--- config.mk ---
export PLATFORM = sky130hd
export DESIGN_NAME = serdes_gearbox_tx
export DESIGN_NICKNAME = d
export VERILOG_FILES = /design/src/rtl/serdes_gearbox_tx.sv
export SDC_FILE = /design/constraint.sdc
export NUM_CORES = 1
export LEC_CHECK = 0
export ABC_AREA = 1
export CAP_MARGIN = 25
export CELL_PAD_IN_SITES_DETAIL_PLACEMENT = 2
export CELL_PAD_IN_SITES_GLOBAL_PLACEMENT = 2
export CORE_UTILIZATION = 32
export CTS_CLUSTER_DIAMETER = 150
export DETAILED_ROUTE_END_ITERATION = 7
export PLACE_DENSITY = 0.95
export SYNTH_ARGS = -nofsm -noshare
export SYNTH_HDL_FRONTEND = slang
export SYNTH_SLANG_ARGS = --single-unit
--- constraint.sdc ---
create_clock -name clk -period 5.28 [get_ports clk]
set_input_delay 1.056 -clock clk [delete_from_list [all_inputs] [get_ports clk]]
set_output_delay 1.056 -clock clk [all_outputs]
set_load 0.1 [all_outputs]
--- src/rtl/serdes_gearbox_tx.sv ---
// serdes_gearbox_tx: multi-lane IN_WIDTH:OUT_WIDTH transmit gearbox.
// Accepts one IN_WIDTH-bit word per lane on a shared valid/ready handshake and
// emits OUT_WIDTH bits per lane every clock, LSB first. When the source stalls
// at an append slot, IDLE_WORD is inserted so the line never stops.
// Optional build macro SERDES_GEARBOX_TX_PRBS_EN adds input i_prbs, which
// replaces appended words with a PRBS7 (x^7+x^6+1) pattern on every lane.
module serdes_gearbox_tx #(
  parameter int                  IN_WIDTH  = 10,
  parameter int                  OUT_WIDTH = 4,
  parameter int                  LANES     = 3,
  parameter logic [IN_WIDTH-1:0] IDLE_WORD = 10'b1101010100
) (
  input  logic                         clk,
  input  logic                         reset,
  input  logic [LANES*IN_WIDTH-1:0]    i_data,
  input  logic                         i_valid,
`ifdef SERDES_GEARBOX_TX_PRBS_EN
  input  logic                         i_prbs,
`endif
  output logic                         o_ready,
  output logic [LANES*OUT_WIDTH-1:0]   o_data,
  output logic                         o_underflow
);

  // Fill counter must hold 0..IN_WIDTH-1 and be comparable against OUT_WIDTH,
  // which may equal IN_WIDTH.
  localparam int FW = $clog2(IN_WIDTH + 1);
  // Residual buffer per lane: at most IN_WIDTH-1 bits are ever left over.
  localparam int BW = IN_WIDTH - 1;
  // Concatenation of a full word above the largest residual.
  localparam int CW = 2 * IN_WIDTH - 1;

  logic [FW-1:0]                      fill;
  logic [FW-1:0]                      fill_nxt;
  logic [LANES*BW-1:0]                lane_buf;
  logic [LANES*BW-1:0]                lane_buf_nxt;
  logic [LANES*OUT_WIDTH-1:0]         data_nxt;
  logic                               underflow_nxt;
  logic                               append;
  logic [BW-1:0]                      keep_mask;
  logic [CW-1:0]                      lane_c;
  logic [LANES-1:0][IN_WIDTH-1:0]     src_word;

  // Room for a new word exactly when fewer than one output beat is buffered.
  assign o_ready = (fill < FW'(OUT_WIDTH));
  assign append  = o_ready;

  // Only the low `fill` buffer bits are live; the mask saturates to all-ones
  // when fill == BW because the shifted one falls off the top.
  assign keep_mask = (BW'(1) << fill) - BW'(1);

`ifdef SERDES_GEARBOX_TX_PRBS_EN
  logic [6:0]          prbs_q;
  logic [6:0]          prbs_nxt;
  logic [6:0]          prbs_s;
  logic [IN_WIDTH-1:0] prbs_word;
  logic                prbs_bit;

  // Run the PRBS7 generator IN_WIDTH steps ahead; commit only on an append.
  always_comb begin
    prbs_s    = prbs_q;
    prbs_word = '0;
    prbs_bit  = 1'b0;
    for (int unsigned i = 0; i < IN_WIDTH; i++) begin
      prbs_bit     = prbs_s[6] ^ prbs_s[5];
      prbs_word[i] = prbs_bit;
      prbs_s       = {prbs_s[5:0], prbs_bit};
    end
    prbs_nxt = (append && i_prbs) ? prbs_s : prbs_q;
  end

  // Generator state; seeded all-ones so the sequence restarts after reset.
  always_ff @(posedge clk or posedge reset) begin
    if (reset) begin
      prbs_q <= 7'h7F;
    end else begin
      prbs_q <= prbs_nxt;
    end
  end

  // Word source per lane: PRBS pattern, live data, or idle fill.
  always_comb begin
    src_word      = '0;
    underflow_nxt = 1'b0;
    for (int unsigned k = 0; k < LANES; k++) begin
      if (i_prbs) begin
        src_word[k] = prbs_word;
      end else if (i_valid) begin
        src_word[k] = i_data[k*IN_WIDTH +: IN_WIDTH];
      end else begin
        src_word[k] = IDLE_WORD;
      end
    end
    underflow_nxt = append && !i_valid && !i_prbs;
  end
`else
  // Word source per lane: live data, or idle fill when the source stalls.
  always_comb begin
    src_word      = '0;
    underflow_nxt = 1'b0;
    for (int unsigned k = 0; k < LANES; k++) begin
      if (i_valid) begin
        src_word[k] = i_data[k*IN_WIDTH +: IN_WIDTH];
      end else begin
        src_word[k] = IDLE_WORD;
      end
    end
    underflow_nxt = append && !i_valid;
  end
`endif

  // Per lane: stack the new word above the live residual, emit the low beat,
  // keep the remainder for later beats.
  always_comb begin
    lane_c       = '0;
    data_nxt     = '0;
    lane_buf_nxt = '0;
    for (int unsigned k = 0; k < LANES; k++) begin
      lane_c = CW'(lane_buf[k*BW +: BW] & keep_mask);
      if (append) begin
        lane_c = lane_c | (CW'(src_word[k]) << fill);
      end
      data_nxt[k*OUT_WIDTH +: OUT_WIDTH] = lane_c[OUT_WIDTH-1:0];
      lane_buf_nxt[k*BW +: BW]           = lane_c[OUT_WIDTH +: BW];
    end
  end

  // Fill bookkeeping shared by all lanes.
  always_comb begin
    fill_nxt = fill - FW'(OUT_WIDTH);
    if (append) begin
      fill_nxt = fill + FW'(IN_WIDTH - OUT_WIDTH);
    end
  end

  // State and registered outputs; reset discards any partial residual.
  always_ff @(posedge clk or posedge reset) begin
    if (reset) begin
      fill        <= '0;
      lane_buf    <= '0;
      o_data      <= '0;
      o_underflow <= 1'b0;
    end else begin
      fill        <= fill_nxt;
      lane_buf    <= lane_buf_nxt;
      o_data      <= data_nxt;
      o_underflow <= underflow_nxt;
    end
  end

endmodule

==> run summary, run 1 <==
• **upper clock frequency limit** 231.3 MHz
• **length in cells of the worst reg-to-reg path** 7
• **IO buf count** 46
• **CTS sink count** 43
• **placeable core area** 7888 µm²
• **Reg2Reg Setup Slack** 2.40 ns
• **worst skew pair latency** 0.30 ns
• **count of nets left with antenna violations after detail routing** 0
• **maxcap violations** 0
• **Core Rows** 32
• **largest fanout on the critical path** 27
• **Final Cycle Share** 0.8188
• **launching point of the worst reg2reg path** fill[2]$_DFF_PP0_
• **die area** 8657 µm²
• **top-level port count** 47
• **category of the most critical setup path** reg -> out
• **length of the first detailed-routing pass in iterations** 4
• **internal power summed over all cells** 0.4808 mW
• **power per cell area** 212.3 nW/µm²
• **setup_tns** 0 ns
• **sum of routed wire length over all layers** 10.50 mm
• **setup repair after global routing missed its margin** false
• **Gates resized, CTS repair** 0
• **clock tree from TritonCTS** yes
• **# DRC** 0
• **Max Clock Skew** 0.01094 ns
• **worst hold stages** 2
• **endpoint arrival time on the critical path** 3.27 ns
• **Primary FF master, synth** sky130_fd_sc_hd__dfrtp_1
• **Mapped Nets** 414
• **layout cells sized above 1** 0.04634
• **global placement routability congestion** 0.8836
• **vias in the first global route** 3192
• **growth of design area from synthesis to finish** 21.60%
• **post-synthesis sequential element count** 43
• **end of the worst register-to-register path** lane_buf[20]$_DFF_PP0_
• **Overflow after GRT** 0
• **GRT Total Usage** 0.2602
• **Clk network pwr share** 0.328
• **horizontal extent of the die** 93.05 µm
• **final-report max-slew violation count** 0
• **fill cell count** 903
• **switch share** 0.2981
• **capturing element type of the critical path** output pin
• **Antenna diodes** 0
• **headroom to the max-slew limit** 0.3288
• **switching component of the power** 0.2042 mW
• **startpoint types** flop
• **first-pass GRT wire length** 17.13 mm
• **leak pwr** 1.631 nW
• **die extent in y** 93.05 µm
• **maximum buffer depth of the clock tree** 2
• **fraction of registers with async set or reset after synthesis** 1.000
• **beginning of the worst hold path** lane_buf[13]$_DFF_PP0_
• **Least-Margin Pin Slew** 1.004 ns
• **routed length per placed instance** 20.50 µm
• **run status** finished clean
• **final cell utilization of the core** 0.4089
• **H-tree depth** 2
• **pin count of the biggest net entering global routing** 44
• **Final Hold Vio Count** 0
• **synth unique cells** 29
• **initial antenna violation count** 0
• **clock buffer count from CTS** 5
• **Hold Crit Class** reg -> reg
• **cell area after synthesis** 2653 µm²
• **dpl hpwl** 7.240 mm
• **number of enable-type register cells in the synthesized netlist** 0
• **number of hold buffers added after cts** 0
• **maximum VDD drop** 92.14 µV
• **buffer cell driving the clock tree root** sky130_fd_sc_hd__clkbuf_8
• **instance count of the mapped netlist** 373
• **# setup viols final** 0
• **First DRT Iteration DRCs** 134
• **count of nets after finishing** 451
• **Synth Area per Inst** 7.111 µm²
• **minimum period implied by the final worst setup slack** 4.323 ns
• **power share of the combinational group** 0.175
• **number of vias per cell after detailed routing** 5.426
• **capture endpoint of the worst hold path** lane_buf[9]$_DFF_PP0_
• **overall via count from detail_route** 2778
• **Seq pwr share** 0.497
• **number of buffers inserted by post-CTS setup repair** 0
• **sequential-to-total area share from yosys stat** 0.4057
• **required time reported for the critical path endpoint** 4.22 ns
• **yosys warns** 0
• **clock transition at the register clock pins on the worst setup and hold paths after CTS** 0.09 ns
• **initial core utilization** 0.3363
per-stage QoR:
step	instance area (µm²)	cells	hold slack (ns)	setup slack, ns	power (mW)
3_5_place_dp	3138	505	0.4434	1.395	0.4646
4_1_cts	3226	512	0.4642	0.9899	0.6872
6_report	3226	512	0.4553	0.9566	0.6850
2_1_floorplan	2653	373	0.4183	2.533	0.4164
5_1_grt	3226	512	0.4858	0.8591	0.7047
3_3_place_gp	3138	505	0.4247	1.465	0.4596
cell type report:
cell class / instances / area [µm²] / area share
Tap cell: 102 / 127.6 / 0.03957
Inverter: 37 / 141.4 / 0.04383
Timing Repair Buffer: 49 / 483.0 / 0.1497
Sequential cell: 43 / 1076 / 0.3336
Multi-Input combinational cell: 274 / 1310 / 0.4061
Clock buffer: 6 / 82.58 / 0.02560
Clock inverter: 1 / 5.005 / 0.001552
synthesized netlist by cell type, types with 4 or more instances:
master | count | area share
sky130_fd_sc_hd__nand2_1 | 132 | 0.19
sky130_fd_sc_hd__nand3_1 | 67 | 0.13
sky130_fd_sc_hd__dfrtp_1 | 43 | 0.41
sky130_fd_sc_hd__inv_1 | 33 | 0.047
sky130_fd_sc_hd__nor2_1 | 19 | 0.027
sky130_fd_sc_hd__o21ai_0 | 12 | 0.023
sky130_fd_sc_hd__buf_2 | 10 | 0.019
sky130_fd_sc_hd__a21oi_1 | 9 | 0.017
sky130_fd_sc_hd__ha_1 | 8 | 0.038
sky130_fd_sc_hd__o211ai_1 | 5 | 0.014
sky130_fd_sc_hd__buf_6 | 4 | 0.017
power groups by stage:
stage	sequential, mW	clock, mW	combinational, mW
after CTS	0.341	0.226	0.120
after global placement	0.346	0	0.113
after detailed placement	0.347	0	0.118
after global routing	0.342	0.235	0.128
after floorplan	0.381	0	0.0350
final	0.341	0.225	0.120
routing by layer:
layer,vias to the layer above,GRT usage,part of all wire
met4,0,0.09872,0.029
met1,1400,0.3269,0.44
met2,84,0.4485,0.50
met5,-,0,0
met3,29,0.03902,0.037
li1,1265,-,-
logic make-up after synthesis:
logic type      Yosys count  synth area share
simple gates            227            0.3675
flops                    43            0.4057
xor+xnor                  3          0.009907
compound gates           36           0.07878
fa+ha+maj                 8           0.03774
buf+inv                  56            0.1005
critical path, cell delays in order (launching register included):
cell and delay [ns]:
sky130_fd_sc_hd__dfrtp_1 0.65, sky130_fd_sc_hd__inv_2 0.54, sky130_fd_sc_hd__ha_1 0.54, sky130_fd_sc_hd__clkdlybuf4s50_1 1.22
cell usage in the layout, fill, tap and decap left out, types with 5 or more instances in the layout:
cell                              netlist  layout
sky130_fd_sc_hd__a21oi_1                9       9
sky130_fd_sc_hd__clkbuf_8               0       6
sky130_fd_sc_hd__clkdlybuf4s50_1        0      46
sky130_fd_sc_hd__dfrtp_1               43      43
sky130_fd_sc_hd__ha_1                   8       8
sky130_fd_sc_hd__inv_1                 33      32
sky130_fd_sc_hd__nand2_1              132     132
sky130_fd_sc_hd__nand3_1               67      67
sky130_fd_sc_hd__nor2_1                19      19
sky130_fd_sc_hd__o211ai_1               5       5
sky130_fd_sc_hd__o21ai_0               12      12
state kept, by name, summed over array words and instances (netlist names):
register and flops:
fill 3, lane_buf 27, o_data 12, o_underflow 1
how the worst max path moves through the flow:
stage / from / to
floorplan: fill[2]$_DFF_PP0_ / o_ready
global placement: fill[2]$_DFF_PP0_ / o_ready
detailed placement: fill[2]$_DFF_PP0_ / o_ready
CTS: fill[2]$_DFF_PP0_ / o_ready
global route: fill[2]$_DFF_PP0_ / o_ready
finish: fill[2]$_DFF_PP0_ / o_ready
Power figures use the tool's default switching activity.
==> run 2: changes to the inputs <==
--- a/config.mk
+++ b/config.mk
@@ -9,10 +9,10 @@
 export CAP_MARGIN = 25
 export CELL_PAD_IN_SITES_DETAIL_PLACEMENT = 2
 export CELL_PAD_IN_SITES_GLOBAL_PLACEMENT = 2
-export CORE_UTILIZATION = 32
+export CORE_UTILIZATION = 26
 export CTS_CLUSTER_DIAMETER = 150
 export DETAILED_ROUTE_END_ITERATION = 7
-export PLACE_DENSITY = 0.95
+export PLACE_DENSITY = 0.86
 export SYNTH_ARGS = -nofsm -noshare
 export SYNTH_HDL_FRONTEND = slang
 export SYNTH_SLANG_ARGS = --single-unit
==> constraint.sdc (replaced) <==
create_clock -name clk -period 3.6 [get_ports clk]
set_input_delay 0.72 -clock clk [delete_from_list [all_inputs] [get_ports clk]]
set_output_delay 0.72 -clock clk [all_outputs]
set_load 0.1 [all_outputs]
==> run summary, run 2 (synthesis results as in run 1) <==
• **overall via count from detail_route** 2594
• **Antenna diodes** 0
• **Clk network pwr share** 0.374
• **launching point of the worst reg2reg path** fill[2]$_DFF_PP0_
• **category of the most critical setup path** reg -> out
• **flip-flop count of the largest register after layout** 27
• **worst hold stages** 2
• **top library cells by usage in the layout, fill and taps aside** sky130_fd_sc_hd__nand2_1 (132), sky130_fd_sc_hd__nand3_1 (67), sky130_fd_sc_hd__clkdlybuf4s50_1 (45)
• **power share of the combinational group** 0.160
• **registers with the highest flip-flop counts** lane_buf x27, o_data x12, fill x3
• **largest fanout on the critical path** 27
• **Seq pwr share** 0.466
• **switch share** 0.2723
• **maximum VDD drop** 131.1 µV
• **minimum period implied by the final worst setup slack** 3.088 ns
• **First DRT Iteration DRCs** 118
• **routed length per placed instance** 16.31 µm
• **top-level port count** 47
• **dpl hpwl** 6.754 mm
• **Overflow after GRT** 0
• **growth of design area from synthesis to finish** 24.10%
• **startpoint types** flop
• **number of hold buffers added after cts** 0
• **Gates resized, CTS repair** 0
• **buffer cell driving the clock tree root** sky130_fd_sc_hd__clkbuf_8
• **setup_tns** 0 ns
• **power per cell area** 325.0 nW/µm²
• **required time reported for the critical path endpoint** 2.88 ns
• **run status** finished clean
• **Max Clock Skew** 0.006778 ns
• **horizontal extent of the die** 103.0 µm
• **endpoint arrival time on the critical path** 2.37 ns
• **upper clock frequency limit** 323.9 MHz
• **final worst-path setup slack** 0.5125 ns
• **die extent in y** 103.0 µm
• **Least-Margin Pin Slew** 0.9660 ns
• **count of nets after finishing** 451
• **setup repair after global routing missed its margin** false
• **CTS sink count** 43
• **switching component of the power** 0.2913 mW
• **clock buffer count from CTS** 5
• **Hold Crit Class** reg -> reg
• **most frequent standard cell in the layout excluding fill and tap cells** sky130_fd_sc_hd__nand2_1
• **Final Hold Vio Count** 0
• **clock transition at the register clock pins on the worst setup and hold paths after CTS** 0.09 ns
• **pin count of the biggest net entering global routing** 47
• **number of buffers inserted by post-CTS setup repair** 0
• **internal power summed over all cells** 0.7786 mW
• **initial antenna violation count** 0
• **H-tree depth** 2
• **vias in the first global route** 2861
• **sum of routed wire length over all layers** 8.870 mm
• **placeable core area** 9819 µm²
• **worst skew pair latency** 0.30 ns
• **maximum buffer depth of the clock tree** 2
• **global placement routability congestion** 0.8839
• **capturing element type of the critical path** output pin
• **clock tree from TritonCTS** yes
• **length of the first detailed-routing pass in iterations** 4
• **final-report max-slew violation count** 0
• **initial core utilization** 0.2701
• **# DRC** 0
• **first-pass GRT wire length** 14.70 mm
• **Core Rows** 36
• **number of vias per cell after detailed routing** 4.768
• **fill cell count** 1214
• **layout cells sized above 1** 0.05109
• **headroom to the max-slew limit** 0.3540
• **IO buf count** 46
• **GRT Total Usage** 0.1845
• **maxcap violations** 0
• **length in cells of the worst reg-to-reg path** 7
• **count of nets left with antenna violations after detail routing** 0
• **# setup viols final** 0
• **register with the most flip-flops** lane_buf
• **Final Cycle Share** 0.8576
• **crit path from** fill[2]$_DFF_PP0_
• **placed standard-cell area** 3174 µm²
• **post-route cell area** 3292 µm²
• **die area** 10610 µm²
• **pre-CTS setup slack** 0.8640 ns
• **beginning of the worst hold path** lane_buf[1]$_DFF_PP0_
• **leak pwr** 1.648 nW
## run 2: path summary, 6_finish.rpt
kind | end | slack, ns
min in group asynchronous | o_data[5]$_DFF_PP0_ | 0.75
min | o_data[1]$_DFF_PP0_ | 0.46
max in group asynchronous | lane_buf[20]$_DFF_PP0_ | 2.11
max | o_ready | 0.51
min reg2reg | o_data[1]$_DFF_PP0_ | 0.46
max reg2reg | lane_buf[11]$_DFF_PP0_ | 0.90
## run 2: area by class of cell
cell class / instances / area (µm²) / area share
timing repair buffer: 49 / 480.5 / 0.1460
inverter: 37 / 141.4 / 0.04295
multi-input combinational: 274 / 1310 / 0.3979
clock inverter: 2 / 35.03 / 0.01064
tap: 133 / 166.4 / 0.05055
clock buffer: 6 / 82.58 / 0.02509
sequential: 43 / 1076 / 0.3269
## run 2: power groups by stage
stage	Sequential, mW	Combinational, mW	Clock [mW]
6_report	0.499	0.171	0.400
5_1_grt	0.500	0.184	0.426
4_1_cts	0.499	0.172	0.404
3_5_place_dp	0.509	0.171	0
3_3_place_gp	0.508	0.168	0
2_1_floorplan	0.559	0.0514	0
## run 2: per-stage QoR
step,power (mW),std cells,hold slack [ns],utilization
3_3_place_gp,0.6763,536,0.4225,0.3233
6_report,1.070,544,0.4613,0.3352
5_1_grt,1.110,544,0.4864,0.3352
3_5_place_dp,0.6795,536,0.4422,0.3233
2_1_floorplan,0.6107,373,0.4183,-
4_1_cts,1.075,544,0.4619,0.3352
## run 2: per-layer routing
metal / up-vias / global-route usage / share of wire
met5: - / 0 / 0
li1: 1264 / - / -
met4: 0 / 0.04659 / 0.013
met2: 40 / 0.3179 / 0.49
met1: 1283 / 0.2432 / 0.47
met3: 7 / 0.02508 / 0.022
## run 2: critical path, cell delays in order (launching register included)
cell and delay, ns:
sky130_fd_sc_hd__dfrtp_1 0.62, sky130_fd_sc_hd__inv_2 0.51, sky130_fd_sc_hd__ha_1 0.54, sky130_fd_sc_hd__buf_4 0.38
==> run 3: changes to the inputs <==
--- a/config.mk
+++ b/config.mk
@@ -6,7 +6,7 @@
 export NUM_CORES = 1
 export LEC_CHECK = 0
 export ABC_AREA = 1
-export CAP_MARGIN = 25
+export CAP_MARGIN = 10
 export CELL_PAD_IN_SITES_DETAIL_PLACEMENT = 2
 export CELL_PAD_IN_SITES_GLOBAL_PLACEMENT = 2
 export CORE_UTILIZATION = 26
==> results of run 3 <==
The final DEF is identical to that of run 2; final timing and power are the same.
